**src/rtl/hamming_encoder_tx_if.sv**
```systemverilog
// Parallel/serial link bundle between the (11,6) SECDED encoder and its user.
// The master drives payload and handshake; the slave is the encoder.
interface hamming_encoder_tx_if;
    logic [5:0]  data_in;
    logic [10:0] err_mask;
    logic        in_valid;
    logic        in_ready;
    logic [10:0] code_out;
    logic        code_stb;
    logic        ser_out;
    logic        ser_frame;
    logic        busy;

    modport master (
        output data_in,
        output err_mask,
        output in_valid,
        input  in_ready,
        input  code_out,
        input  code_stb,
        input  ser_out,
        input  ser_frame,
        input  busy
    );

    modport slave (
        input  data_in,
        input  err_mask,
        input  in_valid,
        output in_ready,
        output code_out,
        output code_stb,
        output ser_out,
        output ser_frame,
        output busy
    );
endinterface

```
**src/rtl/hamming_encoder_tx.sv**
```systemverilog
// Transmit side of the 11-bit SECDED link: encodes a 6-bit payload into an
// (11,6) Hamming + overall-parity codeword, presents it in parallel and shifts it out LSB (position 1) first.
module hamming_encoder_tx #(
    parameter int BIT_PERIOD = 1,
    parameter int GAP_CYCLES = 1
) (
    input  logic                 clk,
    input  logic                 rst,
    hamming_encoder_tx_if.slave  link
);

    localparam logic [1:0] ST_IDLE  = 2'd0;
    localparam logic [1:0] ST_SHIFT = 2'd1;
    localparam logic [1:0] ST_GAP   = 2'd2;

    localparam int BIT_CNT_W = (BIT_PERIOD > 1) ? $clog2(BIT_PERIOD + 1) : 1;
    localparam int GAP_CNT_W = (GAP_CYCLES > 0) ? $clog2(GAP_CYCLES + 1) : 1;

    localparam logic [BIT_CNT_W-1:0] BIT_LAST = BIT_CNT_W'(BIT_PERIOD - 1);
    localparam logic [GAP_CNT_W-1:0] GAP_LAST = GAP_CNT_W'((GAP_CYCLES > 0) ? GAP_CYCLES - 1 : 0);
    localparam logic [3:0]           IDX_LAST = 4'd10;
    localparam bit                   HAS_GAP  = (GAP_CYCLES > 0);

    // Parity bit k covers every codeword position (1..10) whose index has bit k set.
    function automatic logic [9:0] cover_mask(input int k);
        logic [9:0] m;
        m = '0;
        for (int p = 1; p <= 10; p++) begin
            m[p-1] = ((p >> k) & 1) == 1;
        end
        return m;
    endfunction

    // ------------------------------------------------------------------
    // Combinational encoder
    // ------------------------------------------------------------------
    logic [10:0] placed;
    logic [3:0]  parity;
    logic [10:0] with_parity;
    logic [10:0] encoded;
    logic [10:0] code_next_word;

    assign placed = {1'b0, link.data_in[5], link.data_in[4], 1'b0,
                     link.data_in[3], link.data_in[2], link.data_in[1], 1'b0,
                     link.data_in[0], 2'b00};

    generate
        for (genvar gi = 0; gi < 4; gi++) begin : g_parity
            localparam logic [9:0] COVER = cover_mask(gi);
            assign parity[gi] = ^(placed[9:0] & COVER);
        end
    endgenerate

    assign with_parity    = placed | {3'b000, parity[3], 3'b000, parity[2], 1'b0, parity[1], parity[0]};
    assign encoded        = {^with_parity[9:0], with_parity[9:0]};
    assign code_next_word = encoded ^ link.err_mask;

    // ------------------------------------------------------------------
    // State
    // ------------------------------------------------------------------
    logic [1:0]           state_reg,     state_next;
    logic [10:0]          code_out_reg,  code_out_next;
    logic                 code_stb_reg,  code_stb_next;
    logic                 ser_out_reg,   ser_out_next;
    logic                 ser_frame_reg, ser_frame_next;
    logic                 in_ready_reg,  in_ready_next;
    logic [3:0]           idx_reg,       idx_next;
    logic [BIT_CNT_W-1:0] bit_cnt_reg,   bit_cnt_next;
    logic [GAP_CNT_W-1:0] gap_cnt_reg,   gap_cnt_next;

    logic handshake;
    assign handshake = link.in_valid & in_ready_reg;

    always_comb begin
        state_next     = state_reg;
        code_out_next  = code_out_reg;
        code_stb_next  = 1'b0;
        ser_out_next   = ser_out_reg;
        ser_frame_next = ser_frame_reg;
        in_ready_next  = in_ready_reg;
        idx_next       = idx_reg;
        bit_cnt_next   = bit_cnt_reg;
        gap_cnt_next   = gap_cnt_reg;

        case (state_reg)
            ST_IDLE: begin
                // in_ready rises one clock after reset release, then stays up while idle.
                in_ready_next = 1'b1;
                if (handshake) begin
                    code_out_next  = code_next_word;
                    code_stb_next  = 1'b1;
                    state_next     = ST_SHIFT;
                    idx_next       = 4'd0;
                    bit_cnt_next   = '0;
                    ser_frame_next = 1'b1;
                    ser_out_next   = code_next_word[0];
                    in_ready_next  = 1'b0;
                end
            end

            ST_SHIFT: begin
                if (bit_cnt_reg == BIT_LAST) begin
                    bit_cnt_next = '0;
                    if (idx_reg == IDX_LAST) begin
                        ser_frame_next = 1'b0;
                        ser_out_next   = 1'b0;
                        idx_next       = 4'd0;
                        gap_cnt_next   = '0;
                        if (HAS_GAP) begin
                            state_next = ST_GAP;
                        end else begin
                            state_next    = ST_IDLE;
                            in_ready_next = 1'b1;
                        end
                    end else begin
                        idx_next     = idx_reg + 4'd1;
                        ser_out_next = code_out_reg[idx_reg + 4'd1];
                    end
                end else begin
                    bit_cnt_next = bit_cnt_reg + 1'b1;
                end
            end

            ST_GAP: begin
                if (gap_cnt_reg == GAP_LAST) begin
                    gap_cnt_next  = '0;
                    state_next    = ST_IDLE;
                    in_ready_next = 1'b1;
                end else begin
                    gap_cnt_next = gap_cnt_reg + 1'b1;
                end
            end

            default: begin
                state_next     = ST_IDLE;
                ser_frame_next = 1'b0;
                ser_out_next   = 1'b0;
                in_ready_next  = 1'b0;
            end
        endcase
    end

    always_ff @(posedge clk or posedge rst) begin
        if (rst) begin
            state_reg     <= ST_IDLE;
            code_out_reg  <= '0;
            code_stb_reg  <= 1'b0;
            ser_out_reg   <= 1'b0;
            ser_frame_reg <= 1'b0;
            in_ready_reg  <= 1'b0;
            idx_reg       <= 4'd0;
            bit_cnt_reg   <= '0;
            gap_cnt_reg   <= '0;
        end else begin
            state_reg     <= state_next;
            code_out_reg  <= code_out_next;
            code_stb_reg  <= code_stb_next;
            ser_out_reg   <= ser_out_next;
            ser_frame_reg <= ser_frame_next;
            in_ready_reg  <= in_ready_next;
            idx_reg       <= idx_next;
            bit_cnt_reg   <= bit_cnt_next;
            gap_cnt_reg   <= gap_cnt_next;
        end
    end

    assign link.in_ready  = in_ready_reg;
    assign link.code_out  = code_out_reg;
    assign link.code_stb  = code_stb_reg;
    assign link.ser_out   = ser_out_reg;
    assign link.ser_frame = ser_frame_reg;
    assign link.busy      = (state_reg != ST_IDLE);

endmodule
```
**src/flat_wrapper.sv**
```systemverilog
// flat-port wrapper written by rule: the top's interface ports become plain ports
module hamming_encoder_tx_flat 
#(
    parameter int BIT_PERIOD = 1,
    parameter int GAP_CYCLES = 1
)
  (clk, rst, link_data_in, link_err_mask, link_in_valid, link_in_ready, link_code_out, link_code_stb, link_ser_out, link_ser_frame, link_busy);
  hamming_encoder_tx_if link_i ();
  input  logic clk;
  input  logic rst;
  input wire logic [$bits(link_i.data_in)-1:0] link_data_in;
  input wire logic [$bits(link_i.err_mask)-1:0] link_err_mask;
  input wire logic [$bits(link_i.in_valid)-1:0] link_in_valid;
  output wire logic [$bits(link_i.in_ready)-1:0] link_in_ready;
  output wire logic [$bits(link_i.code_out)-1:0] link_code_out;
  output wire logic [$bits(link_i.code_stb)-1:0] link_code_stb;
  output wire logic [$bits(link_i.ser_out)-1:0] link_ser_out;
  output wire logic [$bits(link_i.ser_frame)-1:0] link_ser_frame;
  output wire logic [$bits(link_i.busy)-1:0] link_busy;
  assign link_i.data_in = link_data_in;
  assign link_i.err_mask = link_err_mask;
  assign link_i.in_valid = link_in_valid;
  assign link_in_ready = link_i.in_ready;
  assign link_code_out = link_i.code_out;
  assign link_code_stb = link_i.code_stb;
  assign link_ser_out = link_i.ser_out;
  assign link_ser_frame = link_i.ser_frame;
  assign link_busy = link_i.busy;
  hamming_encoder_tx #(.BIT_PERIOD(BIT_PERIOD), .GAP_CYCLES(GAP_CYCLES)) u_core (.clk(clk), .rst(rst), .link(link_i));
endmodule
```
**config.mk**
```make
export PLATFORM = sky130hd
export DESIGN_NAME = hamming_encoder_tx_flat
export DESIGN_NICKNAME = d
export VERILOG_FILES = /design/src/rtl/hamming_encoder_tx_if.sv /design/src/rtl/hamming_encoder_tx.sv /design/src/flat_wrapper.sv
export SDC_FILE = /design/constraint.sdc
export NUM_CORES = 1
export LEC_CHECK = 0
export BUFFER_PORTS_ARGS = -buffer_cell sky130_fd_sc_hd__buf_2
export CORE_UTILIZATION = 53
export DETAILED_ROUTE_END_ITERATION = 7
export MAX_ROUTING_LAYER = met4
export PLACE_DENSITY = 0.83
export SYNTH_ARGS = -nofsm -noshare
export SYNTH_HDL_FRONTEND = slang
export SYNTH_SLANG_ARGS = --single-unit
```
**constraint.sdc**
```tcl
create_clock -name clk -period 3 [get_ports clk]
set_input_delay 0.6 -clock clk [delete_from_list [all_inputs] [get_ports clk]]
set_output_delay 0.6 -clock clk [all_outputs]
set_load 0.05 [all_outputs]
```
==> results.toml <==
[floorplan]
coreArea_um2 = 1962
die_x_um = 47.89
dieArea_um2 = 2293
dieHeight_um = 47.89
rows = 16
ioPinCount = 36
start_util_pct = 56.89

[yosys]
synth.largest_area_cell = "dfrtp_1"
synthArstFlopShare_pct = 100.0
synth.yosys.seq_area_share_pct = 47.09
synth_top_area_share_pct = 47.09
synth_edf_count = 0
yosys_warnings = 0
synth_cell_types = 21
synth_ff_type = "dfrtp_1"
syn-num-nets = 131
syn-cell-area_um2 = 1116
synth_seq_cells = 21
syn-instance-count = 109
syn_area_per_cell_um2 = 10.24
synth.area.top_cells = "dfrtp_1 47%, xnor2_1 13%, o21ai_0 7.6%, nand2_1 5.7%, mux4_1 4.7%"

[worst_setup_path]
worstSetupStartpointType = "flop"
cp_max_fo = 7
arrival_ns = 2.33
end_kind = "flop"
required_ns = 3.18
critical_path_class = "flop to flop"

[final_layout]
final_nets = 169
fill_cells = 184
drive_gt1_share_pct = 29.45
diodes = 0
multi_input_area_um2 = 565.5
final_cells = 173
register_area_um2 = 525.5
syn_to_final_growth_pct = 20.29
finish.instance_area_um2 = 1343
largest_reg_flops = 11
utilization_pct = 68.43

[cts]
cts_tree = "yes"
insertion_delay_ns = 0.30
cts_max_level = 1
postCtsHoldBufs = 0
ctsResizeCount = 0
cts_root_buffer = "clkbuf_4"
cts.reportedPaths.clkPinSlew_ns = 0.11
cts_post_setup_buffers_inserted = 0
clock_path_buffers = 2
cts_buffers = 3
clkSinkCount = 21

[place]
place_hpwl_mm = 1.724
placed_cell_area_um2 = 1315
io_buffers = 35
place_inst = 169
gp_congestion = 0.8332
pre_cts_ws_ns = 0.8807

[power]
p_switching_mw = 0.7996
switching_share_pct = 51.78
power_frac_comb_pct = 58.1
p_clk_share_pct = 8.5
power_density_nw_per_um2 = 1150
p_seq_share_pct = 33.3
ir_worst_vdd_mv = 0.5991
internal_power_mw = 0.7445
power_mw = 1.544
p_leak_nw = 0.6681

[timing]
setup_violations = 0
timing.final.ws_setup_ns = 0.8559
period_minus_slack_ns = 2.144
worst_pin_slew_ns = 0.7718
fin_crit_sh_pct = 71.47
rsz0062_at_grt = "no"
slew_headroom_pct = 48.49
fin_worst_skew_ns = 0.002237
fin_hold_ws_ns = 0.4203
maxSlewViolCount = 0
hold_viol = 0
fmax_mhz = 466.4
fin_setup_tns_ns = 0

[global_routing]
grt_pass1_wl_mm = 3.194
antenna_found_initial = 0
grt_pass1_vias = 772
overflow = 0
grt_max_degree = 23
grt_usage_pct = 20.96

[routing]
drc = 0
drt-wirelength-per-cell_um = 12.49
antenna_left = 0
dr.pass1.iters = 4
wl_met1_um = 917
vias = 892
wl_mm = 2.160
routed-wl-met2_mm = 1.105
routed.top_layer = "met4"
route.met3.wl_um = 116
drt-vias-per-instance = 5.156
drt-initial-drc-count = 14

[flow_run]
maxCapViolations = 0

[status]
status = "finished, final reports clean"

[hold_path]
hp-class = "primary input to async pin"
==> worst max-delay path, cell delays in order (launching register included) <==
cell and delay [ns]:
dfrtp_1 0.48, inv_1 0.12, ha_1 0.39, mux4_1 0.55, mux2_2 0.28, a22oi_2 0.12, o22ai_1 0.09
==> final timing paths <==
path	depth (start not counted)	start	slack, ns	to
max reg2reg	6	u_core.idx_reg[0]	0.86	u_core.link.ser_out
max	6	u_core.idx_reg[0]	0.86	u_core.link.ser_out
min in group clk	2	u_core.link.code_out[2]	0.52	u_core.link.code_out[2]
max in group asynchronous	2	rst	2.10	u_core.idx_reg[2]
min	2	rst	0.42	u_core.link.code_out[5]
min reg2reg	2	u_core.link.code_out[2]	0.52	u_core.link.code_out[2]
==> cell type report <==
type                       instances  area share (%)
inverter                           4           1.118
multi-input combinational         82           42.12
tap                               27           2.516
sequential                        21           39.14
timing repair buffer              35           13.05
clock buffer                       3           1.678
clock inverter                     1          0.3728
==> cells by family (layout without fill, tap and decap cells) <==
group | after synthesis | after routing | synth area share (%)
buffers and inverters | 6 | 43 | 2.242
AOI/OAI and AO/OA | 23 | 23 | 11.43
muxes | 5 | 5 | 7.511
DFF | 21 | 21 | 47.08
adders and majority gates | 2 | 2 | 2.242
and+or+nand+nor | 30 | 30 | 12.22
xor gates and xnor gates | 22 | 22 | 17.26
==> cells in the final DEF (no fill, tap or decap) <==
cell,count
a22oi_2,1
nand3_1,2
nor3b_1,1
mux2_2,1
a21oi_1,2
mux4_1,2
xnor2_1,16
o22ai_1,2
ha_1,2
clkinv_2,1
nand2b_1,2
inv_1,4
xor2_1,6
clkbuf_4,3
buf_2,35
dfrtp_1,21
nor2_1,4
nand3b_1,2
or2_2,2
mux2i_1,2
nand2_1,17
o31ai_1,1
o21ai_0,17
==> synthesized netlist by cell type (2+ instances only) <==
| cell type | n |
|---|---|
| a21oi_1 | 2 |
| o21ai_0 | 17 |
| buf_2 | 2 |
| nand2_1 | 17 |
| ha_1 | 2 |
| nor2_1 | 4 |
| mux2i_1 | 2 |
| or2_2 | 2 |
| nand3_1 | 2 |
| xor2_1 | 6 |
| nand2b_1 | 2 |
| nand3b_1 | 2 |
| o22ai_1 | 2 |
| inv_1 | 4 |
| mux4_1 | 2 |
| xnor2_1 | 16 |
| dfrtp_1 | 21 |
==> routing by layer <==
layer	track usage (%)	vias to the layer above
li1	-	439
met1	24.04	408
met2	36.49	41
met3	4.528	4
met4	6.111	0
met5	-	-
==> power by group through the flow <==
stage	clock network (mW)	registers [mW]	logic (mW)
5_1_grt	0.145	0.529	0.959
2_1_floorplan	0	0.810	0.397
6_report	0.132	0.515	0.897
3_5_place_dp	0	0.520	0.897
4_1_cts	0.133	0.513	0.902
3_3_place_gp	0	0.516	0.865
(Power assumes the default switching activity.)
